<file path="config.mk">
export PLATFORM = sky130hd
export DESIGN_NAME = bar_fetch_sched
export DESIGN_NICKNAME = d
export VERILOG_FILES = /design/src/rtl/bar_fetch_sched.sv
export SDC_FILE = /design/constraint.sdc
export NUM_CORES = 1
export LEC_CHECK = 0
export ABC_AREA = 1
export CORE_MARGIN = 2
export CORE_UTILIZATION = 46
export CTS_BUF_LIST = sky130_fd_sc_hd__clkbuf_4 sky130_fd_sc_hd__clkbuf_8
export DETAILED_ROUTE_END_ITERATION = 8
export PLACE_DENSITY = 0.68
export SYNTH_ARGS = -nofsm -noshare
export SYNTH_HDL_FRONTEND = slang
export SYNTH_SLANG_ARGS = --single-unit
</file>
<file path="constraint.sdc">
create_clock -name clk -period 3.1 [get_ports clk]
set_input_delay 0.93 -clock clk [delete_from_list [all_inputs] [get_ports clk]]
set_output_delay 0.93 -clock clk [all_outputs]
set_load 0.005 [all_outputs]
</file>
<file path="src/rtl/bar_fetch_sched.sv">
// Per-line fetch scheduler for the shared spectrum magnitude RAM: reads all bars into a
// shadow cache bank each line, swaps banks on the next newline, and arbitrates the FFT writer.
module bar_fetch_sched #(
   parameter int NBARS  = 16,
   parameter int ADDR_W = 4,
   parameter int DATA_W = 10
) (
   input  logic              clk,
   input  logic              rst_n,
   input  logic              newline,
   input  logic              wr_valid,
   output logic              wr_ready,
   input  logic [ADDR_W-1:0] wr_addr,
   input  logic [DATA_W-1:0] wr_data,
   output logic              ram_en,
   output logic              ram_we,
   output logic [ADDR_W-1:0] ram_addr,
   output logic [DATA_W-1:0] ram_wdata,
   input  logic [DATA_W-1:0] ram_rdata,
   input  logic [ADDR_W-1:0] bar_idx,
   output logic [DATA_W-1:0] bar_mag,
   output logic              swap,
   output logic              underrun
);

   localparam int IDX_W = (NBARS > 1) ? $clog2(NBARS) : 1;

   localparam logic [1:0] S_IDLE  = 2'd0;
   localparam logic [1:0] S_FETCH = 2'd1;
   localparam logic [1:0] S_DRAIN = 2'd2;
   localparam logic [1:0] S_DONE  = 2'd3;

   logic [1:0]        state_reg;
   logic [ADDR_W-1:0] cnt_reg;
   logic [IDX_W-1:0]  cap_idx_reg;
   logic              cap_valid_reg;
   logic              active_reg;
   logic              swap_reg;
   logic              underrun_reg;

   logic [DATA_W-1:0] bank0 [NBARS];
   logic [DATA_W-1:0] bank1 [NBARS];

   always_ff @(posedge clk or negedge rst_n) begin
      if (!rst_n) begin
         state_reg     <= S_IDLE;
         cnt_reg       <= '0;
         cap_idx_reg   <= '0;
         cap_valid_reg <= 1'b0;
         active_reg    <= 1'b0;
         swap_reg      <= 1'b0;
         underrun_reg  <= 1'b0;
      end else begin
         swap_reg      <= 1'b0;
         underrun_reg  <= 1'b0;
         // Read data returns one cycle later; remember which entry it belongs to.
         cap_valid_reg <= (state_reg == S_FETCH);
         cap_idx_reg   <= cnt_reg[IDX_W-1:0];
         if (newline) begin
            cnt_reg   <= '0;
            state_reg <= S_FETCH;
            case (state_reg)
               S_DONE: begin
                  active_reg <= ~active_reg;
                  swap_reg   <= 1'b1;
               end
               S_FETCH, S_DRAIN: underrun_reg <= 1'b1;
               default: ;
            endcase
         end else begin
            case (state_reg)
               S_FETCH: begin
                  cnt_reg <= cnt_reg + 1'b1;
                  if (cnt_reg == ADDR_W'(NBARS - 1)) state_reg <= S_DRAIN;
               end
               S_DRAIN: state_reg <= S_DONE;
               default: ;
            endcase
         end
      end
   end

   // Shadow bank is always the one not being displayed.
   genvar gi;
   generate
      for (gi = 0; gi < NBARS; gi++) begin : g_entry
         logic [DATA_W-1:0] b0_reg;
         logic [DATA_W-1:0] b1_reg;
         logic              hit;

         assign hit = cap_valid_reg && (cap_idx_reg == IDX_W'(gi));

         always_ff @(posedge clk or negedge rst_n) begin
            if (!rst_n) begin
               b0_reg <= '0;
               b1_reg <= '0;
            end else if (hit) begin
               if (active_reg) b0_reg <= ram_rdata;
               else            b1_reg <= ram_rdata;
            end
         end

         assign bank0[gi] = b0_reg;
         assign bank1[gi] = b1_reg;
      end
   endgenerate

   always_comb begin
      bar_mag = '0;
      if ({1'b0, bar_idx} < (ADDR_W + 1)'(NBARS))
         bar_mag = active_reg ? bank1[bar_idx[IDX_W-1:0]] : bank0[bar_idx[IDX_W-1:0]];
   end

   // Fetch owns the RAM outright; the writer only gets the leftover cycles.
   always_comb begin
      ram_en    = 1'b0;
      ram_we    = 1'b0;
      ram_addr  = '0;
      ram_wdata = '0;
      if (state_reg == S_FETCH) begin
         ram_en   = 1'b1;
         ram_addr = cnt_reg;
      end else if (wr_valid) begin
         ram_en    = 1'b1;
         ram_we    = 1'b1;
         ram_addr  = wr_addr;
         ram_wdata = wr_data;
      end
   end

   assign wr_ready = (state_reg != S_FETCH);
   assign swap     = swap_reg;
   assign underrun = underrun_reg;

endmodule

</file>
==> run summary <==
The slowest cell on the critical path was sky130_fd_sc_hd__buf_12. The number of global-route vias before repair is 13,600. Across the routed clock network, the largest skew measured is 0.0262 ns. The relative max-transition margin was 47.0%; the share of final-layout standard cells stronger than drive strength 1 was 18.6%.

The logs give 2.17 ns for the required time of the critical path and -0.752 ns for the worst slack at placement. At the pin with the least slew margin, the transition time is 0.793 ns. The area of the core is 0.0334 mm², and the gate count of the mapped netlist is 1,975.

Once detailed placement completed, the half-perimeter wirelength came to 28,800 µm. Hold is met by 0.276 ns. The antenna cell count is 0, and the post-CTS clock slew at the launch and capture registers of the worst setup and hold paths is 0.06 ns. The tools report the arrival time at the worst endpoint as 2.24 ns. The synthesis-stage register bit count is 334. The cell that appears most often on the critical path is sky130_fd_sc_hd__nand2_2. For this run, design rule violations remaining after detail routing come to 0. The logs give 0 for the final count of hold timing violations and 0 for the final count of pins violating max slew. The detail route stage leaves a number of antenna-violating nets equal to 0.

For the worst-skew pair, the clock arrives at the later sink with an insertion delay of 0.61 ns. The initial utilization of the core area, before any placement, comes to 46.5%. The die area was 0.0352 mm²; the maximum operating frequency was 0.316 GHz. The path class of the tightest hold or removal check is input port to async pin.

Die height: 188 µm. TritonCTS built the clock tree. The prevailing post-synth register cell was sky130_fd_sc_hd__dfrtp_1. The final layout contains 2,052 nets. Count of cell types in the netlist: 23. After floorplanning, the core was divided into 67 placement rows.

The H-tree was split into 2 levels. After layout, the worst path uses 102% of the clock period. Fill cells in the final layout number 2,900. Number of synthesis warnings: 0. The aggregate negative setup slack came out at -0.418 ns. The number of optimization iterations in the first detailed-route pass was 6; the first-iteration detailed-routing DRC count was 1,353. The placer congestion estimate came out at 0.921. The post-synthesis net count is 2,012, and the via density per instance is 5.70.

The checks that failed: negative setup slack. For this run, the total global-route usage over all layers was measured as 28.0%. On the critical path the largest part of the delay comes from buffers and inverters. The maximum cell stage delay along the critical path is 0.16 ns. The tools report the category of the worst setup path capture point as an output pin. For this run, asynchronously set or reset flops after synthesis account for 100%. In this run the static leakage power is 9.86 nW. Power spread over the standard cell area amounts to 656 mW/mm². The setup path with the least slack is of type input port to output pin.

Together, buffers and inverters on the worst path number 5. Summed over all layers, the routed wires come to 50,200 µm. The worst setup path is launched from an input port.

The tool flagged a number of max-cap violations equal to 0. The mean instance size in the synthesized netlist is 7.86 µm², and the initial antenna violation count is 0. Walking the worst path, the cells encountered are buf_16 > buf_12 > buf_4 > clkbuf_16 > nand2_4 > nand3_2 > nand3_2 > nand2_2 > nand2_2 > nand2_1 > nand2_1 > nand2_2 > buf_6.

Measured on the finished design, the core utilization comes to 58.2%. The number of setup violations in the final report was 9; the total number of clock tree sinks was 334. During placement, the flow inserted port buffers numbering 60. The buffer depth of the longest clock path was 3; the wire length of the first global-routing pass was 77,500 µm. From left edge to right edge, the die measures 188 µm. Clock tree synthesis inserted a total of 54 buffers. The run finished, with violations left.

Subtracting the final worst setup slack from the clock period gives 3.17 ns. The total grt overflow came out at 0. The cell area that synthesis handed to floorplanning was 0.0155 mm². For this block, the via count after detailed routing is 14,300. The number of flops mapped to enable cells by yosys came out at 0. The highest fanout seen on the critical path came out at 7.

The post-route worst setup slack was -0.0663 ns. Setup repair after global routing could not meet its margin everywhere. The cell chosen for the clock root was sky130_fd_sc_hd__clkbuf_8. The growth of design area from synthesis to finish was 25.1%. After detailed routing, the average wire length per cell comes to 20.1 µm. Entering global routing, the biggest net connects 62 pins. The share of the Yosys chip area taken by registers is 53.8%.

IR analysis of the VDD net gives a maximum drop of 524 µV. The number of primary I/O pins is 61.
placed cells by master (no fill, tap or decap), drive strengths merged, types with 8 or more instances in the layout:
master and count:
clkdlybuf4s50 41, buf 93, inv 36, clkinv 8
clkbuf 93, nor3 8, nand2 817, nor2 20
o21ai 328, nand3 256, dfrtp 334
stage by stage:
stage	std cells	total power (W)	instance area [µm²]
after floorplan	1975	0.00699	15500
after global placement	2370	0.00794	16500
after detailed placement	2370	0.00801	16500
after CTS	2493	0.0125	18900
after global routing	2502	0.0134	19400
final	2502	0.0127	19400
final cells by class:
cell class | instances | area (µm²) | area share [%]
Clock buffer | 83 | 1090 | 5.59
Clock inverter | 12 | 160 | 0.825
Inverter | 35 | 155 | 0.799
Multi-Input combinational cell | 1439 | 7030 | 36.2
Sequential cell | 334 | 8360 | 43.0
Tap cell | 448 | 561 | 2.89
Timing Repair Buffer | 150 | 2070 | 10.6
Timing Repair inverter | 1 | 11.3 | 0.0580
final timing paths:
kind | cells past startpoint | slack (ns) | to | startpoint
min reg2reg | 0 | 0.40 | cap_idx_reg[2] | cnt_reg[2]
max reg2reg | 4 | 1.03 | g_entry[3].b0_reg[2] | cap_idx_reg[1]
min in group clk | 0 | 0.40 | cap_idx_reg[2] | cnt_reg[2]
min | 1 | 0.28 | g_entry[6].b0_reg[6] | rst_n
max | 13 | -0.07 | bar_mag[9] | bar_idx[0]
max in group asynchronous | 2 | 1.91 | g_entry[10].b1_reg[1] | rst_n
Yosys cell counts, types with 2 or more instances:
| library cell | n | share of area (%) |
|---|---|---|
| sky130_fd_sc_hd__nand2_1 | 816 | 20 |
| sky130_fd_sc_hd__dfrtp_1 | 334 | 54 |
| sky130_fd_sc_hd__o21ai_0 | 291 | 9.4 |
| sky130_fd_sc_hd__nand3_1 | 256 | 8.3 |
| sky130_fd_sc_hd__clkbuf_1 | 83 | 2.0 |
| sky130_fd_sc_hd__buf_2 | 62 | 2.0 |
| sky130_fd_sc_hd__o21ai_1 | 37 | 1.2 |
| sky130_fd_sc_hd__inv_1 | 31 | 0.75 |
| sky130_fd_sc_hd__nor2_1 | 19 | 0.46 |
| sky130_fd_sc_hd__buf_6 | 12 | 0.87 |
| sky130_fd_sc_hd__buf_1 | 5 | 0.12 |
| sky130_fd_sc_hd__ha_1 | 5 | 0.40 |
| sky130_fd_sc_hd__a21oi_1 | 4 | 0.13 |
| sky130_fd_sc_hd__nor3_2 | 4 | 0.26 |
| sky130_fd_sc_hd__clkbuf_2 | 3 | 0.097 |
| sky130_fd_sc_hd__inv_2 | 3 | 0.073 |
| sky130_fd_sc_hd__nor3_1 | 3 | 0.097 |
| sky130_fd_sc_hd__buf_4 | 2 | 0.097 |
power by group:
part           leakage, nW  switching (W)  total, W  internal (W)
combinational         6.02        0.00177   0.00290       0.00113
sequential            3.18       0.000432   0.00550       0.00507
clock                0.661        0.00178   0.00434       0.00255
total                 9.86        0.00399    0.0127       0.00875
logic make-up (layout without fill, tap and decap cells):
logic type	Yosys count	count (layout)	share of synthesized area, %
simple gates	1101	1101	29.0
xor+xnor	1	1	0.0564
flops	334	334	53.8
buf+inv	202	281	6.05
fa+ha+maj	5	5	0.403
compound gates	332	332	10.7
metal layers:
layer / GRT usage [%] / vias up / wire length [µm] / share of wire, %
met2: 43.4 / 727 / 22600 / 45
met4: 14.0 / 0 / 2650 / 5.3
met3: 5.26 / 184 / 4370 / 8.7
met1: 38.1 / 6858 / 20600 / 41
met5: 0 / - / 0 / 0
li1: - / 6491 / - / -
worst reg2reg max path, delay by kind of cell, from the launching register on:
kind             cells  cell delay (ns)
AND/OR/NAND/NOR      3             1.11
AO/OA/AOI/OAI        1             0.45
flip-flops           1             0.41
what timing repair did:
| action | in CTS | in global routing |
|---|---|---|
| cloned | 14 | 9 |
| gates resized for setup | 209 | 96 |
| buffers inserted | 14 | 3 |
| endpoints found under the setup margin | 25 | 22 |
| hold buffers | 0 | 0 |
| pin swaps | 58 | 48 |
Power figures use the tool's default switching activity.
